<file path="config.mk">
export PLATFORM = sky130hd
export DESIGN_NAME = store_wbuffer_responder_flat
export DESIGN_NICKNAME = d
export VERILOG_FILES = /design/src/rtl/store_wbuffer_responder_pkg.sv /design/src/rtl/store_wbuffer_responder_if.sv /design/src/rtl/store_wbuffer_responder_match.sv /design/src/rtl/store_wbuffer_responder.sv /design/src/flat_wrapper.sv
export SDC_FILE = /design/constraint.sdc
export NUM_CORES = 1
export LEC_CHECK = 0
export BUFFER_PORTS_ARGS = -buffer_cell sky130_fd_sc_hd__buf_2
export CORE_MARGIN = 2
export CORE_UTILIZATION = 45
export DETAILED_ROUTE_END_ITERATION = 7
export PLACE_DENSITY_LB_ADDON = 0.25
export SLEW_MARGIN = 20
export SYNTH_ARGS = -nofsm -noshare
export SYNTH_HDL_FRONTEND = slang
export SYNTH_SLANG_ARGS = --single-unit
</file>
<file path="constraint.sdc">
create_clock -name clk_i -period 3.3 [get_ports clk_i]
set_clock_uncertainty 0.2 [all_clocks]
set_input_delay 0.66 -clock clk_i [delete_from_list [all_inputs] [get_ports clk_i]]
set_output_delay 0.66 -clock clk_i [all_outputs]
set_load 0.03 [all_outputs]
</file>
<file path="src/rtl/store_wbuffer_responder_pkg.sv">
// Shared types for the store write buffer: entry record, drain FSM states,
// word-offset constant and the byte-lane merge helper.
package store_wbuffer_responder_pkg;

    localparam int WBUF_WORD_OFFSET = 3;
    localparam int WBUF_PLEN        = 56;
    localparam int WBUF_WADDR_W     = WBUF_PLEN - WBUF_WORD_OFFSET;

    typedef enum logic [1:0] {
        IDLE = 2'd0,
        REQ  = 2'd1,
        WAIT = 2'd2
    } wbuf_state_e;

    typedef struct packed {
        logic [WBUF_WADDR_W-1:0] waddr;
        logic [63:0]             data;
        logic [7:0]              be;
        logic                    valid;
        logic                    inflight;
    } wbuf_entry_t;

    // Overwrite only the byte lanes whose enable is set.
    function automatic logic [63:0] wbuf_merge_bytes(input logic [63:0] old_data,
                                                     input logic [63:0] new_data,
                                                     input logic [7:0]  be);
        logic [63:0] merged;
        merged = old_data;
        for (int b = 0; b < 8; b++) begin
            if (be[b]) merged[8*b +: 8] = new_data[8*b +: 8];
        end
        return merged;
    endfunction

endpackage

</file>
<file path="src/rtl/store_wbuffer_responder_if.sv">
// Store-port and memory-port bundle of the write buffer; slave is the
// responder's view, master is the store-buffer / memory side.
interface store_wbuffer_responder_if #(
    parameter int PLEN    = 56,
    parameter int INDEX_W = 12
);
    logic                  data_req_i;
    logic                  data_we_i;
    logic [INDEX_W-1:0]    address_index_i;
    logic [PLEN-INDEX_W-1:0] address_tag_i;
    logic [63:0]           data_wdata_i;
    logic [7:0]            data_be_i;
    logic [1:0]            data_size_i;
    logic [2:0]            data_id_i;
    logic                  data_gnt_o;
    logic                  data_rvalid_o;
    logic [2:0]            data_rid_o;

    logic                  mem_req_o;
    logic                  mem_gnt_i;
    logic                  mem_ack_i;
    logic [PLEN-1:0]       mem_addr_o;
    logic [63:0]           mem_wdata_o;
    logic [7:0]            mem_be_o;

    logic                  empty_o;

    // Handshakes: a store is taken in any cycle where data_req_i and
    // data_gnt_o are both high (gnt is combinational, no retry state);
    // data_rvalid_o follows one cycle later. A memory write is taken when
    // mem_req_o and mem_gnt_i are both high; mem_req_o and its payload stay
    // stable until then. mem_ack_i completes it, either with the gnt or later.
    modport slave (
        input  data_req_i, data_we_i, address_index_i, address_tag_i,
               data_wdata_i, data_be_i, data_size_i, data_id_i,
        output data_gnt_o, data_rvalid_o, data_rid_o,
        output mem_req_o, mem_addr_o, mem_wdata_o, mem_be_o,
        input  mem_gnt_i, mem_ack_i,
        output empty_o
    );

    modport master (
        output data_req_i, data_we_i, address_index_i, address_tag_i,
               data_wdata_i, data_be_i, data_size_i, data_id_i,
        input  data_gnt_o, data_rvalid_o, data_rid_o,
        input  mem_req_o, mem_addr_o, mem_wdata_o, mem_be_o,
        output mem_gnt_i, mem_ack_i,
        input  empty_o
    );
endinterface

</file>
<file path="src/rtl/store_wbuffer_responder_match.sv">
// Word-address match of an incoming store against all mergeable entries;
// returns a one-hot hit (lowest index wins) and an any-hit flag.
module wbuf_match
    import store_wbuffer_responder_pkg::*;
#(
    parameter int DEPTH = 4
) (
    input  logic [WBUF_WADDR_W-1:0] waddr_i,
    input  logic [WBUF_WADDR_W-1:0] entry_waddr_i [DEPTH],
    input  logic [DEPTH-1:0]        entry_valid_i,
    input  logic [DEPTH-1:0]        entry_inflight_i,
    output logic [DEPTH-1:0]        hit_o,
    output logic                    any_hit_o
);

    logic [DEPTH-1:0] raw_hit;

    always_comb begin
        raw_hit = '0;
        for (int i = 0; i < DEPTH; i++) begin
            raw_hit[i] = entry_valid_i[i] & ~entry_inflight_i[i] &
                         (entry_waddr_i[i] == waddr_i);
        end
    end

    // Isolate the lowest set bit so the result is one-hot even if the
    // single-hit invariant were ever broken.
    assign hit_o     = raw_hit & (~raw_hit + DEPTH'(1));
    assign any_hit_o = |raw_hit;

endmodule

</file>
<file path="src/rtl/store_wbuffer_responder.sv">
// Core-side D$ store responder: grants stores into a small in-order write
// buffer and drains it to a req/gnt/ack memory port. Coalescing of stores to
// the same 64-bit word is enabled by defining WBUF_MERGE_EN.
module store_wbuffer_responder
    import store_wbuffer_responder_pkg::*;
#(
    parameter int DEPTH   = 4,
    parameter int PLEN    = WBUF_PLEN,
    parameter int XLEN    = 64,
    parameter int INDEX_W = 12
) (
    input  logic                        clk_i,
    input  logic                        rst_ni,
    store_wbuffer_responder_if.slave    bus,
    output wbuf_state_e                 dbg_state_o
);

    localparam int PTR_W = $clog2(DEPTH);
    localparam int CNT_W = PTR_W + 1;

    if (PLEN != WBUF_PLEN || XLEN != 64 || DEPTH < 2 || (DEPTH & (DEPTH - 1)) != 0) begin : g_param_check
        $error("store_wbuffer_responder: unsupported DEPTH/PLEN/XLEN combination");
    end

    wbuf_entry_t             wbuf_q [DEPTH];
    logic [PTR_W-1:0]        head_q, tail_q;
    logic [CNT_W-1:0]        count_q;
    wbuf_state_e             state_q, state_d;
    logic                    rvalid_q;
    logic [2:0]              rid_q;

    logic [PLEN-1:0]         paddr;
    logic [WBUF_WADDR_W-1:0] req_waddr;
    logic                    unused_bits;
    logic [DEPTH-1:0]        hit_vec;
    logic                    merge_hit;
    logic [PTR_W-1:0]        hit_idx;
    logic                    full;
    logic                    gnt, alloc, do_merge;
    logic                    mark_inflight, retire, mem_req;

    assign paddr       = {bus.address_tag_i, bus.address_index_i};
    assign req_waddr   = paddr[PLEN-1:WBUF_WORD_OFFSET];
    assign unused_bits = ^{paddr[WBUF_WORD_OFFSET-1:0], bus.data_size_i};

`ifdef WBUF_MERGE_EN
    logic [WBUF_WADDR_W-1:0] entry_waddr [DEPTH];
    logic [DEPTH-1:0]        entry_valid, entry_inflight;

    always_comb begin
        for (int i = 0; i < DEPTH; i++) begin
            entry_waddr[i]    = wbuf_q[i].waddr;
            entry_valid[i]    = wbuf_q[i].valid;
            entry_inflight[i] = wbuf_q[i].inflight;
        end
    end

    wbuf_match #(.DEPTH(DEPTH)) u_match (
        .waddr_i          (req_waddr),
        .entry_waddr_i    (entry_waddr),
        .entry_valid_i    (entry_valid),
        .entry_inflight_i (entry_inflight),
        .hit_o            (hit_vec),
        .any_hit_o        (merge_hit)
    );
`else
    assign hit_vec   = '0;
    assign merge_hit = 1'b0;
`endif

    always_comb begin
        hit_idx = '0;
        for (int i = DEPTH - 1; i >= 0; i--) begin
            if (hit_vec[i]) hit_idx = PTR_W'(i);
        end
    end

    // A full buffer refuses even when the head retires this cycle.
    assign full     = (count_q == CNT_W'(DEPTH));
    assign gnt      = bus.data_req_i & bus.data_we_i & (merge_hit | ~full);
    assign alloc    = gnt & ~merge_hit;
    assign do_merge = gnt & merge_hit;

    always_comb begin
        state_d       = state_q;
        mark_inflight = 1'b0;
        retire        = 1'b0;
        mem_req       = 1'b0;
        unique case (state_q)
            IDLE: begin
                if (count_q != '0) begin
                    mark_inflight = 1'b1;
                    state_d       = REQ;
                end
            end
            REQ: begin
                mem_req = 1'b1;
                if (bus.mem_gnt_i) begin
                    if (bus.mem_ack_i) begin
                        retire  = 1'b1;
                        state_d = IDLE;
                    end else begin
                        state_d = WAIT;
                    end
                end
            end
            WAIT: begin
                if (bus.mem_ack_i) begin
                    retire  = 1'b1;
                    state_d = IDLE;
                end
            end
            default: state_d = IDLE;
        endcase
    end

    always_ff @(posedge clk_i or negedge rst_ni) begin
        if (!rst_ni) begin
            state_q <= IDLE;
        end else begin
            state_q <= state_d;
        end
    end

    // Alloc never targets the head while it is retiring: tail==head only
    // when the buffer is empty (nothing to retire) or full (no alloc).
    always_ff @(posedge clk_i or negedge rst_ni) begin
        if (!rst_ni) begin
            for (int i = 0; i < DEPTH; i++) wbuf_q[i] <= '0;
            head_q  <= '0;
            tail_q  <= '0;
            count_q <= '0;
        end else begin
            if (alloc) begin
                wbuf_q[tail_q] <= '{waddr:    req_waddr,
                                    data:     bus.data_wdata_i,
                                    be:       bus.data_be_i,
                                    valid:    1'b1,
                                    inflight: 1'b0};
                tail_q <= tail_q + PTR_W'(1);
            end
            if (do_merge) begin
                wbuf_q[hit_idx].data <= wbuf_merge_bytes(wbuf_q[hit_idx].data,
                                                         bus.data_wdata_i, bus.data_be_i);
                wbuf_q[hit_idx].be   <= wbuf_q[hit_idx].be | bus.data_be_i;
            end
            if (mark_inflight) wbuf_q[head_q].inflight <= 1'b1;
            if (retire) begin
                wbuf_q[head_q].valid    <= 1'b0;
                wbuf_q[head_q].inflight <= 1'b0;
                head_q                  <= head_q + PTR_W'(1);
            end
            count_q <= count_q + CNT_W'(alloc) - CNT_W'(retire);
        end
    end

    always_ff @(posedge clk_i or negedge rst_ni) begin
        if (!rst_ni) begin
            rvalid_q <= 1'b0;
            rid_q    <= '0;
        end else begin
            rvalid_q <= gnt;
            if (gnt) rid_q <= bus.data_id_i;
        end
    end

    assign bus.data_gnt_o    = gnt;
    assign bus.data_rvalid_o = rvalid_q;
    assign bus.data_rid_o    = rid_q;
    assign bus.mem_req_o     = mem_req;
    assign bus.mem_addr_o    = mem_req ? {wbuf_q[head_q].waddr, {WBUF_WORD_OFFSET{1'b0}}} : '0;
    assign bus.mem_wdata_o   = mem_req ? wbuf_q[head_q].data : '0;
    assign bus.mem_be_o      = mem_req ? wbuf_q[head_q].be : '0;
    assign bus.empty_o       = (count_q == '0) && (state_q == IDLE);
    assign dbg_state_o       = state_q;

    a_req_is_write: assert property (@(posedge clk_i) disable iff (!rst_ni)
        bus.data_req_i |-> bus.data_we_i);

    a_head_draining: assert property (@(posedge clk_i) disable iff (!rst_ni)
        (state_q != IDLE) |-> (wbuf_q[head_q].valid && wbuf_q[head_q].inflight));

endmodule

</file>
<file path="src/flat_wrapper.sv">
// flat-port wrapper written by rule: the top's interface ports become plain ports
module store_wbuffer_responder_flat import store_wbuffer_responder_pkg::*;
#(
    parameter int DEPTH   = 4,
    parameter int PLEN    = WBUF_PLEN,
    parameter int XLEN    = 64,
    parameter int INDEX_W = 12
)
  (clk_i, rst_ni, dbg_state_o, bus_data_req_i, bus_data_we_i, bus_address_index_i, bus_address_tag_i, bus_data_wdata_i, bus_data_be_i, bus_data_size_i, bus_data_id_i, bus_data_gnt_o, bus_data_rvalid_o, bus_data_rid_o, bus_mem_req_o, bus_mem_addr_o, bus_mem_wdata_o, bus_mem_be_o, bus_mem_gnt_i, bus_mem_ack_i, bus_empty_o);
  store_wbuffer_responder_if #(.PLEN(PLEN), .INDEX_W(INDEX_W)) bus_i ();
  input  logic clk_i;
  input  logic rst_ni;
  output wbuf_state_e dbg_state_o;
  input wire logic [$bits(bus_i.data_req_i)-1:0] bus_data_req_i;
  input wire logic [$bits(bus_i.data_we_i)-1:0] bus_data_we_i;
  input wire logic [$bits(bus_i.address_index_i)-1:0] bus_address_index_i;
  input wire logic [$bits(bus_i.address_tag_i)-1:0] bus_address_tag_i;
  input wire logic [$bits(bus_i.data_wdata_i)-1:0] bus_data_wdata_i;
  input wire logic [$bits(bus_i.data_be_i)-1:0] bus_data_be_i;
  input wire logic [$bits(bus_i.data_size_i)-1:0] bus_data_size_i;
  input wire logic [$bits(bus_i.data_id_i)-1:0] bus_data_id_i;
  output wire logic [$bits(bus_i.data_gnt_o)-1:0] bus_data_gnt_o;
  output wire logic [$bits(bus_i.data_rvalid_o)-1:0] bus_data_rvalid_o;
  output wire logic [$bits(bus_i.data_rid_o)-1:0] bus_data_rid_o;
  output wire logic [$bits(bus_i.mem_req_o)-1:0] bus_mem_req_o;
  output wire logic [$bits(bus_i.mem_addr_o)-1:0] bus_mem_addr_o;
  output wire logic [$bits(bus_i.mem_wdata_o)-1:0] bus_mem_wdata_o;
  output wire logic [$bits(bus_i.mem_be_o)-1:0] bus_mem_be_o;
  input wire logic [$bits(bus_i.mem_gnt_i)-1:0] bus_mem_gnt_i;
  input wire logic [$bits(bus_i.mem_ack_i)-1:0] bus_mem_ack_i;
  output wire logic [$bits(bus_i.empty_o)-1:0] bus_empty_o;
  assign bus_i.data_req_i = bus_data_req_i;
  assign bus_i.data_we_i = bus_data_we_i;
  assign bus_i.address_index_i = bus_address_index_i;
  assign bus_i.address_tag_i = bus_address_tag_i;
  assign bus_i.data_wdata_i = bus_data_wdata_i;
  assign bus_i.data_be_i = bus_data_be_i;
  assign bus_i.data_size_i = bus_data_size_i;
  assign bus_i.data_id_i = bus_data_id_i;
  assign bus_data_gnt_o = bus_i.data_gnt_o;
  assign bus_data_rvalid_o = bus_i.data_rvalid_o;
  assign bus_data_rid_o = bus_i.data_rid_o;
  assign bus_mem_req_o = bus_i.mem_req_o;
  assign bus_mem_addr_o = bus_i.mem_addr_o;
  assign bus_mem_wdata_o = bus_i.mem_wdata_o;
  assign bus_mem_be_o = bus_i.mem_be_o;
  assign bus_i.mem_gnt_i = bus_mem_gnt_i;
  assign bus_i.mem_ack_i = bus_mem_ack_i;
  assign bus_empty_o = bus_i.empty_o;
  store_wbuffer_responder #(.DEPTH(DEPTH), .PLEN(PLEN), .XLEN(XLEN), .INDEX_W(INDEX_W)) u_core (.clk_i(clk_i), .rst_ni(rst_ni), .bus(bus_i), .dbg_state_o(dbg_state_o));
endmodule
</file>
; Word level (Yosys, flattened, before mapping)
; Cells that the tools add are included.
[classes]
n_mux = 30
bitwise = 5
n_reduce_logical = 7
div_mod_pow = 0
order_cmp = 4
shifts = 0
n_mul = 0
eq_ne = 6
addsub = 4
[ops]
columns = cell, n
row1 = $bwmux 508, 4
row2 = $mux 508, 3
row3 = $demux 127 s2, 3
row4 = $mux 127, 3
row5 = $bmux 127 s2, 1
row6 = $mux 64, 1
row7 = $mux 56, 1
row8 = $mux 2, 5
row9 = $mux 8, 1
row10 = $ge 3x3->1 const B, 2
row11 = $lt 3x1->1 const B, 2
row12 = $mux 1, 6
row13 = $not 2->3, 2
row14 = $pmux 2 s3, 1
row15 = $add 2x1->2 const B, 2
row16 = $ne 2x2->1 const B, 2
row17 = $add 3x1->3, 1
row18 = $eq 3x3->1 const B, 1
row19 = $logic_and 1x1->1, 3
row20 = $logic_not 3->1, 1
row21 = $reduce_and 3->1, 1
row22 = $reduce_bool 3->1, 1
row23 = $sub 3x1->3, 1
row24 = $and 1x1->1, 2
row25 = other kinds (6), 6
[totals]
input_bits = 139
mem_bits_ro = 0
memories = 0
mem_bits_rw = 0
reg_bits = 521
latch_bits = 0
elab_cells = 82

; Depth between registers and ports, before layout
[depth]
depth_word = 12
depth_mapped = 11
depth_no_buf = 10

; Worst setup path after synthesis
; No wires, ideal clock.
[synth_timing]
path_kind = input -> register
start = input port bus_data_req_i
end = register u_core.count_q[2]
t_required_ps = 3020
setup_slack_ps = 250
arrival_time_ps = 2770
path_stages = 9
cell_sequence = nand2_1 > nor2_1 > inv_1 > ha_1 > inv_1 > ha_1 > fa_1 > xnor2_1 > xnor2_1
[synth_between]
elab_chain_cells = 4
[synth_rtl]
columns = item, line_no
row1 = "start, declared", flat_wrapper.sv:14  ; input wire logic [$bits(bus_i.data_req_i)-1:0] bus_data_req_i;
row2 = $and 1x1->1 (2 in series), store_wbuffer_responder.sv:80  ; assign gnt = bus.data_req_i & bus.data_we_i & (merge_hit | ~full);
row3 = named net bus_data_gnt_o, flat_wrapper.sv:22  ; output wire logic [$bits(bus_i.data_gnt_o)-1:0] bus_data_gnt_o;
row4 = $add 3x1->3, store_wbuffer_responder.sv:153  ; count_q <= count_q + CNT_W'(alloc) - CNT_W'(retire);
row5 = $sub 3x1->3, store_wbuffer_responder.sv:153
row6 = "end signal, assigned", store_wbuffer_responder.sv:153
row7 = "end, declared", store_wbuffer_responder.sv:27  ; logic [CNT_W-1:0] count_q;
; The timed path passes the listed nets, and every way through them passes these cells.
; A chain may end at the register's enable or synchronous reset.

; Final worst setup path
[layout_timing]
start = register u_core.head_q[0]
end = output port bus_mem_wdata_o[47]
[layout_between]
elab_chain_cells = 5
[layout_rtl]
columns = item, line_no
row1 = "start, declared", store_wbuffer_responder.sv:26  ; logic [PTR_W-1:0] head_q, tail_q;
row2 = "start signal, assigned", store_wbuffer_responder.sv:151  ; head_q <= head_q + PTR_W'(1);
row3 = $not 2->3 (not written as such), store_wbuffer_responder.sv:172  ; assign bus.mem_wdata_o = mem_req ? wbuf_q[head_q].data : '0;
row4 = $bmux 127 s2, store_wbuffer_responder.sv:172
row5 = $mux 127 (2 in series), -
row6 = $mux 64, store_wbuffer_responder.sv:172
row7 = "end, declared", flat_wrapper.sv:27  ; output wire logic [$bits(bus_i.mem_wdata_o)-1:0] bus_mem_wdata_o;
; No other way between the ends. The select of a mux whose other input is x is not followed.

==> metrics.cfg <==
[run_status]
run_status=completed

[power_and_ir_drop]
vdd.ir_drop.worst_v=0.000507
power.density_nw_per_um2=1100
p_comb_share_pct=43.6
internal_power_summed_over_all_cells_mw=20.7
clock_power_share_pct=20.4
fin_total_pwr_mw=31.0
net-switching-power_mw=10.3
power_switching_share_pct=33.2
pwr-share-seq_pct=36.0
power.leakage_nw=12.6

[cts]
root_buffer=clkbuf_16
cts_inserted_buffers=55
ctsLongestPathBuffers=3
clkSinkCount=513
cts.htree.levels=2
clkTransAtPathRegs_ns=0.06
cts_tree=built
clkLatencyLatePin_ns=0.60

[synth]
synth_adder_area_share_pct=0.556
syn_area_per_cell_sq_um=16.9
synth.cells.most_frequent=513 x dfrtp_1, 305 x mux2_2, 200 x mux2_4
synth_area_sq_um=23800
synth_cells=1410
yosys_register_bits=513
synth_xor_area_share_pct=0.184
synth.distinct_cells=23
simple_gate_share_of_the_synthesized_area_pct=3.63
fraction_of_synthesis_flops_using_an_asynchronous_set_or_reset_pin_pct=100
synth_compound_area_share_pct=0.0577
post_synth_top_flop=dfrtp_1
yosysTopAreaCell=dfrtp_1
post_synth_main_area_contributors=dfrtp_1 54%, mux2_2 14%, mux2_4 13%
synthMostInstantiatedCell=dfrtp_1
synthMuxAreaShare_pct=38.8
combinational_family_with_the_most_area_after_synthesis=multiplexers
edff_count_synth=0
synthDominantCellAreaShare_pct=53.8
seq_area_frac_synth_pct=53.8
yosysWarnings=0

[cells_and_area]
finish.net_count=1839
finish.instance_area_sq_um=28100
area_growth_syn_to_layout_pct=17.8
fillCellCount=4231
drive_gt1_share_pct=60.4
post_layout_nonfiller_instances=2430

[detailed_routing]
drc=0
route.detailed.vias_per_inst=5.37
detailroute.via_count=13051
detail_routed_net_length_per_standard_cell_um=21.7
route.final.wire_length_um=52700
drt_pre_antenna_iters=4
drt.antenna.violating_nets=0
first_iter_violations=432

[hold_path]
timing.hold.worst.class=primary input to flip-flop
min_delay_path_depth=2

[critical_path]
worstSetupPathType=flip-flop to output port
reg2reg_depth=10
crit_fanout=39
timing.critical_path.arrival_ns=2.36
startpoint_type=flip-flop
type_of_destination_of_the_critical_path=output port
cp.required_ns=2.44

[timing]
final.setup.worst_slack_ns=0.0842
timing_hold_violations_final=0
post_route_minimum_period_ns=3.22
setup-violations-final=0
finalHoldWorstSlack_ns=0.100
relative_slew_slack_pct=57.9
finalCritPeriodShare_pct=97.4
report.final.slew_viol_count=0
max_clock_freq_ghz=0.311
rsz0062_at_grt=true
tightest_slew_ns=0.631

[placement]
post-dp-hpwl_um=32200
routabilityCongestion=0.716
post-place-cells=2315
placedInstanceArea_sq_um=26100
dp_worst_setup_slack_ns=0.471
port_buffers=267

[floorplanning]
ioPinCount=276
die_width_um=234
die_height_um=234
core_area_sq_um=52400
placementRows=84
design.die.area_sq_um=54800
floorplan.initialDensity_pct=45.5

[global_route]
grt_first_pass_wirelength_um=82800
grt_antenna_before_repair=8
grt.total_usage_pct=19.4
grt_overflow_total=0
first_global_vias=14149
largest_net_degree_at_the_start_of_global_routing=80

[run]
max-cap-violations=0

## cell type report
class | instances | area, sq um | share of cell area, %
antenna | 5 | 12.5 | 0.0446
inverter | 10 | 37.5 | 0.134
tap | 688 | 861 | 3.07
timing repair buffer | 322 | 2120 | 7.54
clock inverter | 26 | 297 | 1.06
multi-input combinational | 788 | 10400 | 36.9
clock buffer | 78 | 1550 | 5.53
sequential | 513 | 12800 | 45.7
## final timing paths
kind	slack [ns]	endpoint	start
max	0.08	bus_mem_wdata_o[47]	u_core.head_q[0]
max reg2reg	0.76	u_core.count_q[2]	u_core.dbg_state_o[0]
min in group asynchronous	0.44	async pin	rst_ni
min	0.10	u_core.bus.data_rid_o[0]	bus_data_id_i[0]
max in group asynchronous	1.54	async pin	rst_ni
min reg2reg	0.30	flip-flop	flip-flop
## cell usage in the layout (no fill, tap or decap), drive strengths merged, types with 3 or more instances in the layout
| master | Yosys | layout |
|---|---|---|
| dfrtp | 513 | 513 |
| mux2 | 505 | 505 |
| buf | 79 | 320 |
| mux4 | 125 | 125 |
| and2 | 125 | 125 |
| clkbuf | 22 | 79 |
| clkinv | 0 | 15 |
| inv | 10 | 13 |
| ha | 9 | 9 |
| bufinv | 0 | 6 |
| nor3b | 6 | 6 |
| diode | 0 | 5 |
| nand2 | 3 | 3 |
| xnor2 | 3 | 3 |
| conb | 1 | 3 |
## power by group through the flow
stage	clock network, mW	registers (mW)	logic [mW]
after global routing	6.77	11.5	14.5
after floorplan	0	10.6	10.6
after detailed placement	0	11.2	13.6
after CTS	6.50	11.1	13.7
final	6.32	11.1	13.5
after global placement	0	11.0	13.4
## cells by family after synthesis
| logic type | Yosys count |
|---|---|
| compound gates | 2 |
| xor+xnor | 5 |
| fa+ha+maj | 10 |
| buf+inv | 111 |
| flops | 513 |
| mux | 631 |
| other cells | 1 |
| simple gates | 137 |
## through the flow
stage / TNS [ns] / util, %
after floorplan: 0 / -
after global placement: 0 / 49.9
after detailed placement: 0 / 49.9
after CTS: 0 / 53.5
after global routing: -0.330 / 53.5
final: 0 / 53.6
## critical path, cell delays in order (launching register included)
cell and delay, ns:
dfrtp_4 0.50, buf_16 0.32, mux4_2 0.54, and2_1 0.19, buf_2 0.18
## layer usage
layer | track usage (%) | part of all wire [%] | vias up
met4 | 4.98 | 1.8 | 10
met1 | 26.8 | 45 | 7001
met2 | 30.8 | 48 | 253
met5 | 0 | 0.12 | -
met3 | 4.96 | 5.7 | 78
li1 | - | - | 5709
## timing repair
item,4_1_cts,5_1_grt
endpoints found under the hold margin,60,0
setup buffers,5,0
pin swaps,0,0
gates resized for setup,1,2
hold buffers,1,0
endpoints found under the setup margin,101,30
Power figures use the tool's default switching activity.
